[config.mk]
export PLATFORM = sky130hd
export DESIGN_NAME = mem_port_arbiter
export DESIGN_NICKNAME = d
export VERILOG_FILES = /design/src/rtl/mem_port_arbiter.sv
export SDC_FILE = /design/constraint.sdc
export NUM_CORES = 1
export LEC_CHECK = 0
export ABC_AREA = 0
export CELL_PAD_IN_SITES_DETAIL_PLACEMENT = 0
export CELL_PAD_IN_SITES_GLOBAL_PLACEMENT = 1
export CORE_ASPECT_RATIO = 0.5
export CORE_UTILIZATION = 28
export CTS_BUF_LIST = sky130_fd_sc_hd__clkbuf_2
export DETAILED_ROUTE_END_ITERATION = 10
export GPL_ROUTABILITY_DRIVEN = 0
export PLACE_DENSITY = 0.95
export SLEW_MARGIN = 20
export SYNTH_ARGS = -nofsm -noshare
export SYNTH_HDL_FRONTEND = slang
export SYNTH_SLANG_ARGS = --single-unit
[constraint.sdc]
create_clock -name clk -period 2.9 [get_ports clk]
set_input_delay 0.87 -clock clk [delete_from_list [all_inputs] [get_ports clk]]
set_output_delay 0.87 -clock clk [all_outputs]
set_load 0.03 [all_outputs]
[src/rtl/mem_port_arbiter.sv]
// Shares one single-port synchronous memory between instruction fetch and data access.
// Optional anti-starvation guard for fetch enabled by defining ARB_STARVE_GUARD_EN.
module mem_port_arbiter #(
    parameter int ADDR_W     = 32,
    parameter int DATA_W     = 32,
    parameter int MEM_LAT    = 1,
    parameter int STARVE_MAX = 4
) (
    input  logic                clk,
    input  logic                rst_n,
    input  logic                if_req,
    input  logic [ADDR_W-1:0]   if_addr,
    output logic [DATA_W-1:0]   if_rdata,
    output logic                if_valid,
    input  logic                d_req,
    input  logic                d_we,
    input  logic [ADDR_W-1:0]   d_addr,
    input  logic [DATA_W-1:0]   d_wdata,
    input  logic [DATA_W/8-1:0] d_wstrb,
    output logic [DATA_W-1:0]   d_rdata,
    output logic                d_valid,
    output logic                m_en,
    output logic                m_we,
    output logic [ADDR_W-1:0]   m_addr,
    output logic [DATA_W-1:0]   m_wdata,
    output logic [DATA_W/8-1:0] m_wstrb,
    input  logic [DATA_W-1:0]   m_rdata,
    output logic                stall_if,
    output logic                stall_mem
);

    localparam int STRB_W = DATA_W / 8;
    localparam int LAT_W  = (MEM_LAT > 1) ? $clog2(MEM_LAT) : 1;

    typedef enum logic [1:0] {
        S_IDLE   = 2'd0,
        S_ACCESS = 2'd1,
        S_WAIT   = 2'd2
    } state_t;

    state_t              r_state;
    state_t              w_next;
    logic                r_owner_d;
    logic [LAT_W-1:0]    r_lat_cnt;
    logic                r_if_kill;
    logic                r_m_en;
    logic                r_m_we;
    logic [ADDR_W-1:0]   r_m_addr;
    logic [DATA_W-1:0]   r_m_wdata;
    logic [STRB_W-1:0]   r_m_wstrb;

    logic                w_force_if;
    logic                w_grant_d;
    logic                w_grant_if;
    logic                w_done;

    always_comb begin
        w_grant_d  = 1'b0;
        w_grant_if = 1'b0;
        if (r_state == S_IDLE) begin
            w_grant_d  = d_req && !w_force_if;
            w_grant_if = if_req && !w_grant_d;
        end
    end

    // A store completes in its issue cycle; reads complete when the latency count expires.
    always_comb begin
        w_done = 1'b0;
        if (r_state == S_ACCESS && r_m_we)
            w_done = 1'b1;
        else if (r_state == S_WAIT && r_lat_cnt == '0)
            w_done = 1'b1;
    end

`ifdef ARB_STARVE_GUARD_EN
    localparam int SW = $clog2(STARVE_MAX + 1);

    logic [SW-1:0] r_starve;

    assign w_force_if = (r_starve == SW'(STARVE_MAX)) && d_req && if_req;

    always_ff @(posedge clk or negedge rst_n) begin
        if (!rst_n) begin
            r_starve <= '0;
        end else if (w_grant_if || (r_state == S_IDLE && !if_req)) begin
            r_starve <= '0;
        end else if (w_grant_d && if_req && r_starve != SW'(STARVE_MAX)) begin
            r_starve <= r_starve + 1'b1;
        end
    end
`else
    assign w_force_if = 1'b0;
`endif

    always_ff @(posedge clk or negedge rst_n) begin
        if (!rst_n)
            r_state <= S_IDLE;
        else
            r_state <= w_next;
    end

    always_comb begin
        w_next = r_state;
        case (r_state)
            S_IDLE: begin
                if (w_grant_d || w_grant_if)
                    w_next = S_ACCESS;
            end
            S_ACCESS: begin
                w_next = r_m_we ? S_IDLE : S_WAIT;
            end
            S_WAIT: begin
                if (r_lat_cnt == '0)
                    w_next = S_IDLE;
            end
            default: w_next = S_IDLE;
        endcase
    end

    always_comb begin
        if_valid = w_done && !r_owner_d && if_req && !r_if_kill;
        d_valid  = w_done && r_owner_d;
    end

    always_ff @(posedge clk or negedge rst_n) begin
        if (!rst_n) begin
            r_lat_cnt <= '0;
        end else if (r_state == S_ACCESS) begin
            r_lat_cnt <= LAT_W'(MEM_LAT - 1);
        end else if (r_state == S_WAIT && r_lat_cnt != '0) begin
            r_lat_cnt <= r_lat_cnt - 1'b1;
        end
    end

    // Memory port registers are loaded only on a grant so they stay stable through the access.
    always_ff @(posedge clk or negedge rst_n) begin
        if (!rst_n) begin
            r_m_en    <= 1'b0;
            r_m_we    <= 1'b0;
            r_owner_d <= 1'b0;
            r_m_addr  <= '0;
            r_m_wdata <= '0;
            r_m_wstrb <= '0;
        end else begin
            r_m_en <= w_grant_d || w_grant_if;
            if (w_grant_d) begin
                r_owner_d <= 1'b1;
                r_m_we    <= d_we;
                r_m_addr  <= d_addr;
                r_m_wdata <= d_wdata;
                r_m_wstrb <= d_we ? d_wstrb : '0;
            end else if (w_grant_if) begin
                r_owner_d <= 1'b0;
                r_m_we    <= 1'b0;
                r_m_addr  <= if_addr;
                r_m_wdata <= '0;
                r_m_wstrb <= '0;
            end
        end
    end

    // Once a fetch is withdrawn its data is stale even if the request is raised again.
    always_ff @(posedge clk or negedge rst_n) begin
        if (!rst_n) begin
            r_if_kill <= 1'b0;
        end else if (w_grant_d || w_grant_if) begin
            r_if_kill <= 1'b0;
        end else if (r_state != S_IDLE && !r_owner_d && !if_req) begin
            r_if_kill <= 1'b1;
        end
    end

    assign m_en      = r_m_en;
    assign m_we      = r_m_we;
    assign m_addr    = r_m_addr;
    assign m_wdata   = r_m_wdata;
    assign m_wstrb   = r_m_wstrb;
    assign if_rdata  = m_rdata;
    assign d_rdata   = m_rdata;
    assign stall_if  = if_req && !if_valid;
    assign stall_mem = d_req && !d_valid;

endmodule

==> results of run 1 <==
-- cell usage in the layout (no fill, tap or decap) --
cell / n
buf_4: 9
inv_1: 3
a22o_1: 33
o21ai_0: 1
nor2_2: 1
dfrtp_1: 75
bufinv_16: 3
and3_1: 1
clkinv_2: 2
nor2_1: 4
buf_2: 1
and2_1: 1
mux2_1: 3
o22a_1: 1
a32o_1: 4
o21ai_4: 1
o31a_1: 1
clkinv_1: 1
o21a_1: 1
inv_2: 2
nand2_1: 2
mux2_2: 32
clkbuf_2: 11
buf_12: 3
clkdlybuf4s50_1: 172
mux2_4: 29
nor4b_1: 1
o22ai_1: 1
a21o_1: 1
nand2b_1: 2
-- cell usage after synthesis (all sizes together) (2+ instances only) --
cell type / count
buf: 78
dfrtp: 75
mux2: 64
a22o: 33
inv: 5
nor2: 5
a32o: 4
nand2: 2
nand2b: 2
o21ai: 2
-- layout make-up --
type | count | area share, %
inverters | 5 | 0.347
clock buffers | 10 | 0.926
well taps | 170 | 3.94
clock inverters | 6 | 1.92
repair buffers | 186 | 34.4
multi-input cells | 120 | 23.7
flip-flops and latches | 75 | 34.7
-- kinds of logic (layout without fill, tap and decap cells) --
kind of cell | after synthesis | count (layout) | synth area share, %
buffers and inverters | 84 | 207 | 16.5
DFF | 75 | 75 | 49.6
muxes | 64 | 64 | 21.9
AOI/OAI and AO/OA | 44 | 44 | 10.3
and+or+nand+nor | 12 | 12 | 1.65
-- sequential cells by signal (all words and copies together), names as in the netlist --
name       flops
m_wstrb        4
r_lat_cnt      1
m_we           1
m_en           1
m_wdata       32
m_addr        32
r_state        2
r_if_kill      1
r_owner_d      1
-- worst register-to-register path: cells and delay by family, from the launching register on --
| kind | cells | cell delay, ns |
|---|---|---|
| muxes | 1 | 0.33 |
| buffers and inverters | 2 | 0.47 |
| DFF | 1 | 0.45 |
| AOI/OAI and AO/OA | 1 | 0.10 |
| and+or+nand+nor | 1 | 0.23 |
-- worst min-delay path by stage --
stage             endpoint  slack, ns
6_report        m_wstrb[1]       0.24
3_3_place_gp     m_addr[0]       0.47
3_5_place_dp     m_addr[2]       0.48
2_1_floorplan    r_if_kill       0.49
5_1_grt        m_wdata[10]       0.18
4_1_cts         m_wstrb[1]       0.19
-- metrics by stage --
stage	setup TNS (ns)	total power [mW]	util, %	worst slack, ns
after detailed placement	0	5.40	40.7	0.247
final	0	6.09	41.8	0.144
after global routing	-0.0370	6.39	41.8	-0.0370
after floorplan	0	4.15	-	0.154
after CTS	0	6.18	41.9	0.0459
after global placement	0	5.34	40.7	0.251
-- power by group through the flow --
stage / Combinational [mW] / Sequential, mW / Clock (mW)
finish: 3.50 / 1.84 / 0.747
global route: 3.65 / 1.92 / 0.831
CTS: 3.55 / 1.85 / 0.789
detailed placement: 3.54 / 1.86 / 0
global placement: 3.49 / 1.85 / 0
floorplan: 1.35 / 2.81 / 0
-- metal layers --
metal,vias up,share of wire (%),GRT usage (%)
met3,31,5.0,3.82
met4,0,2.8,6.40
met5,-,0,0
met2,66,54,24.7
li1,1156,-,-
met1,1258,38,14.6
-- repair_timing --
action                     CTS  global route
cloned                       0             0
setup endpoints to repair    1             2
hold endpoints to repair     0             0
gates resized for setup      1             2
==> flow_summary.json, run 1 <==
{
  "syn_avg_cell_area_sq_um": 13.6,
  "fin_crit_ns": 2.76,
  "ys_ff_latch": 75,
  "rsz0062_at_grt": "true",
  "rr_endpoint": "m_addr[31]",
  "ir_drop_mv": 0.314,
  "dieArea_sq_mm": 0.0140,
  "required_ns": 2.03,
  "finalInstanceArea_sq_mm": 0.00540,
  "endpoint": "if_valid",
  "yosys.area.top_type_share_pct": 49.6,
  "post_dp_cell_area_sq_mm": 0.00525,
  "cts_hold_buf": 0,
  "pwr-share-clk_pct": 12.3,
  "dp.cells": 556,
  "multi_input_area_sq_mm": 0.00128,
  "crit_family": "flip-flops",
  "syn_area_sq_mm": 0.00378,
  "wl_um": 9320,
  "p_switching_mw": 2.48,
  "async_flop_share_pct": 100,
  "tightest_slew_ns": 0.440,
  "cts_made_buffers": 9,
  "postRouteAntennaNets": 0,
  "wire_per_inst_um": 16.3,
  "clock_sinks": 75,
  "slew_headroom_pct": 70.7,
  "yosysTopAreaCell": "dfrtp_1",
  "portBuffers": 178,
  "hold_violations": 0,
  "cts_root_buf": "clkbuf_2",
  "synth.net_count": 416,
  "swShare_pct": 40.7,
  "postCtsSetupBuffers": 0,
  "final_nets": 534,
  "crit_fanout": 4,
  "grt_pass1_wl_um": 14500,
  "holdWs_ns": 0.244,
  "timing.fmax_mhz": 363,
  "crit_type": "register to output port",
  "first_pass_iters": 8,
  "antenna_found_initial": 0,
  "num_antenna_cells": 0,
  "cpPeakStageDelay_ns": 0.45,
  "status": "finished, violations left",
  "fin_cells": 572,
  "tritoncts": "yes",
  "die_w_um": 166,
  "clock_latency_ns": 0.53,
  "p_int_mw": 3.61,
  "start_util_pct": 29.3,
  "synth-edff-count": 0,
  "grt_use_total_pct": 13.5,
  "ios": 275,
  "seq_power_share_pct": 30.3,
  "cp-start-kind": "register",
  "maxCapViolCount": 0,
  "cts_buffer_depth": 2,
  "fillers": 1223,
  "viasPerCell": 4.39,
  "dp_hpwl_um": 6920,
  "dr.first_iter.drc_count": 107,
  "startpoint": "r_state[0]",
  "drc": 13,
  "reg2reg_depth": 5,
  "cp_cell_sequence": "nand2b_1 > o22a_1 > nor4b_1 > buf_4",
  "r2r_setup_slack_ns": 1.22,
  "synthFlopType": "dfrtp_1",
  "rr_startpoint": "r_state[0]",
  "cts.clk_slew.worst_paths_ns": 0.21,
  "via_count": 2511,
  "area_delta_synth_final_pct": 42.8,
  "p_comb_share_pct": 57.5,
  "crit_path_top_delay_cell": "dfrtp_1",
  "grt_pass1_vias": 2683,
  "grt_max_degree": 45,
  "min_path_type": "primary input to asynchronous set/reset pin",
  "violations": "design-rule violations",
  "drive_gt1_share_pct": 23.4,
  "cp_num_buf_inv": 1,
  "die_y_um": 84.2,
  "worst-path-stages": 4,
  "coreArea_sq_mm": 0.0129,
  "yosysWarnings": 0,
  "slew_viol_final": 0,
  "power.density_mw_per_mm2": 1130,
  "regArea_sq_mm": 0.00188,
  "rows": 29,
  "finalCritPeriodShare_pct": 95.0,
  "critPathArrivalTime_ns": 1.89,
  "synth_top_cells_by_area": "dfrtp_1 (50%), buf_4 (14%), mux2_4 (12%)",
  "synth.distinct_cells": 26,
  "p_leak_nw": 2.32,
  "final-setup-viol-count": 0,
  "postSynthCellCount": 279,
  "yosysSeqAreaShare_pct": 49.6,
  "clock_skew_ns": 0.0260,
  "grt_overflow": 0,
  "cts_max_level": 3,
  "cp-end-kind": "output port"
}
No activity file was read; power rests on OpenSTA's default activity.
==> run 2: changes to the inputs <==
--- a/config.mk
+++ b/config.mk
@@ -9,11 +9,13 @@
 export CELL_PAD_IN_SITES_DETAIL_PLACEMENT = 0
 export CELL_PAD_IN_SITES_GLOBAL_PLACEMENT = 1
 export CORE_ASPECT_RATIO = 0.5
+export CORE_MARGIN = 2
 export CORE_UTILIZATION = 28
 export CTS_BUF_LIST = sky130_fd_sc_hd__clkbuf_2
 export DETAILED_ROUTE_END_ITERATION = 10
 export GPL_ROUTABILITY_DRIVEN = 0
 export PLACE_DENSITY = 0.95
+export SKIP_LAST_GASP = 1
 export SLEW_MARGIN = 20
 export SYNTH_ARGS = -nofsm -noshare
 export SYNTH_HDL_FRONTEND = slang
==> run 2 against run 1 <==
Against the previous run:
- the flow now finishes without violations
- sequential share of layout area up 0.24 points
- cell count fell by 0.17%
- global-route usage decreased by 0.46 points
- core utilization fell by 0.29 points
- critical endpoint unchanged
- highest routed layer unchanged
==> flow_summary.json, run 2 (synthesis results as in run 1) <==
{
  "status": "finished clean",
  "clock_latency_ns": 0.50,
  "first_pass_iters": 4,
  "slew_viol_final": 0,
  "fin_crit_ns": 2.69,
  "via_count": 2500,
  "timing.fmax_mhz": 372,
  "coreArea_sq_mm": 0.0129,
  "num_antenna_cells": 0,
  "cpPeakStageDelay_ns": 0.45,
  "antenna_found_initial": 0,
  "start_util_pct": 29.3,
  "p_int_mw": 3.50,
  "swShare_pct": 41.3,
  "final_nets": 533,
  "finalCritPeriodShare_pct": 92.8,
  "rsz0062_at_grt": "false",
  "tightest_slew_ns": 0.625,
  "portBuffers": 178,
  "viasPerCell": 4.38,
  "cp-start-kind": "register",
  "grt_pass1_vias": 2738,
  "p_switching_mw": 2.47,
  "die_y_um": 86.2,
  "postRouteAntennaNets": 0,
  "grt_overflow": 0,
  "dieArea_sq_mm": 0.0145,
  "ir_drop_mv": 0.438,
  "drive_gt1_share_pct": 23.2,
  "cts.clk_slew.worst_paths_ns": 0.21,
  "ios": 275,
  "post_dp_cell_area_sq_mm": 0.00523,
  "cts_root_buf": "clkbuf_2",
  "cts_made_buffers": 9,
  "min_path_type": "primary input to asynchronous set/reset pin",
  "wl_um": 9370,
  "cts_max_level": 3,
  "dr.first_iter.drc_count": 91,
  "die_w_um": 168,
  "hold_violations": 0,
  "cp-end-kind": "output port",
  "cts_buffer_depth": 2,
  "crit_path_top_delay_cell": "dfrtp_1",
  "grt_max_degree": 47,
  "crit_type": "register to output port",
  "fin_util_pct": 41.5,
  "p_comb_share_pct": 58.3,
  "slew_headroom_pct": 58.4,
  "setup_tns_ns": 0,
  "drc": 0,
  "grt_use_total_pct": 13.0,
  "crit_family": "flip-flops",
  "p_leak_nw": 2.30,
  "cp_cell_sequence": "nand2b_1 > o22a_1 > nor4b_2 > buf_4",
  "rows": 29,
  "mostFrequentLayoutCell": "clkdlybuf4s50_1",
  "clock_skew_ns": 0.0171,
  "area_delta_synth_final_pct": 41.8,
  "crit_fanout": 4,
  "clock_sinks": 75,
  "final_cell_mix": "clkdlybuf4s50_1 (172), dfrtp_1 (75), a22o_1 (33), mux2_2 (32), mux2_4 (29)",
  "cp_num_buf_inv": 1,
  "grt_pass1_wl_um": 14600,
  "seq_power_share_pct": 30.8,
  "power.density_mw_per_mm2": 1110,
  "dp_hpwl_um": 6810,
  "tritoncts": "yes",
  "final-setup-viol-count": 0,
  "maxCapViolCount": 0,
  "finalInstanceArea_sq_mm": 0.00537,
  "postCtsSetupBuffers": 0,
  "pwr-share-clk_pct": 11.0,
  "wire_per_inst_um": 16.4,
  "critPathArrivalTime_ns": 1.82,
  "required_ns": 2.03
}
==> run 2: path summary, 6_finish.rpt <==
path | startpoint | end | slack [ns] | cells after the start
max | r_state[0] | if_valid | 0.21 | 4
min | rst_n | m_addr[29] | 0.35 | 1
max reg2reg | r_state[0] | m_addr[0] | 1.37 | 5
min reg2reg | m_addr[1] | m_addr[1] | 0.52 | 1
max in group asynchronous | rst_n | r_lat_cnt | 1.94 | 2
min in group clk | m_addr[1] | m_addr[1] | 0.52 | 1
==> run 2: cell type report <==
| type | count | area [sq um] |
|---|---|---|
| timing repair buffer | 185 | 1840 |
| sequential | 75 | 1880 |
| tap | 170 | 213 |
| inverter | 5 | 18.8 |
| fill | 1214 | 7550 |
| clock inverter | 6 | 80.1 |
| clock buffer | 10 | 50.0 |
| multi-input combinational | 120 | 1290 |
==> run 2: what timing repair did <==
item,4_1_cts,5_1_grt
pin swaps,0,0
gates resized for setup,1,3
hold buffers,0,0
setup endpoints to repair,1,2
cloned,0,0
endpoints found under the hold margin,0,0
==> run 2: routing by layer <==
layer / up-vias / global-route usage (%) / part of all wire (%)
met1: 1244 / 14.7 / 40
met3: 28 / 3.74 / 4.7
li1: 1151 / - / -
met4: 0 / 5.02 / 2.1
met5: - / 0 / 0
met2: 77 / 23.7 / 53
==> run 2: metrics by stage <==
step	worst slack, ns	power (mW)	std cells	hold slack, ns
2_1_floorplan	0.154	4.15	279	0.492
3_3_place_gp	0.251	5.31	555	0.468
3_5_place_dp	0.242	5.37	555	0.479
4_1_cts	0.0752	6.05	571	0.313
5_1_grt	0.0108	6.29	571	0.302
6_report	0.210	5.97	571	0.352
==> run 2: worst reg2reg max path: stages, from the launching register on <==
cell and delay, ns:
dfrtp_1 0.45, nor2_2 0.22, o21ai_4 0.09, inv_2 0.07, buf_12 0.24, mux2_1 0.37
==> run 2: power groups by stage <==
| stage | Sequential, mW | Combinational (mW) | Clock (mW) |
|---|---|---|---|
| after floorplan | 2.81 | 1.35 | 0 |
| after global placement | 1.84 | 3.47 | 0 |
| after detailed placement | 1.86 | 3.52 | 0 |
| after CTS | 1.84 | 3.52 | 0.693 |
| after global routing | 1.90 | 3.65 | 0.737 |
| final | 1.83 | 3.48 | 0.655 |
==> run 3: changes to the inputs <==
--- a/config.mk
+++ b/config.mk
@@ -14,6 +14,7 @@
 export CTS_BUF_LIST = sky130_fd_sc_hd__clkbuf_2
 export DETAILED_ROUTE_END_ITERATION = 10
 export GPL_ROUTABILITY_DRIVEN = 0
+export HOLD_SLACK_MARGIN = 0.05
 export PLACE_DENSITY = 0.95
 export SKIP_LAST_GASP = 1
 export SLEW_MARGIN = 20
==> results of run 3 <==
No change in the layout: final DEF, timing and power equal those of run 2.
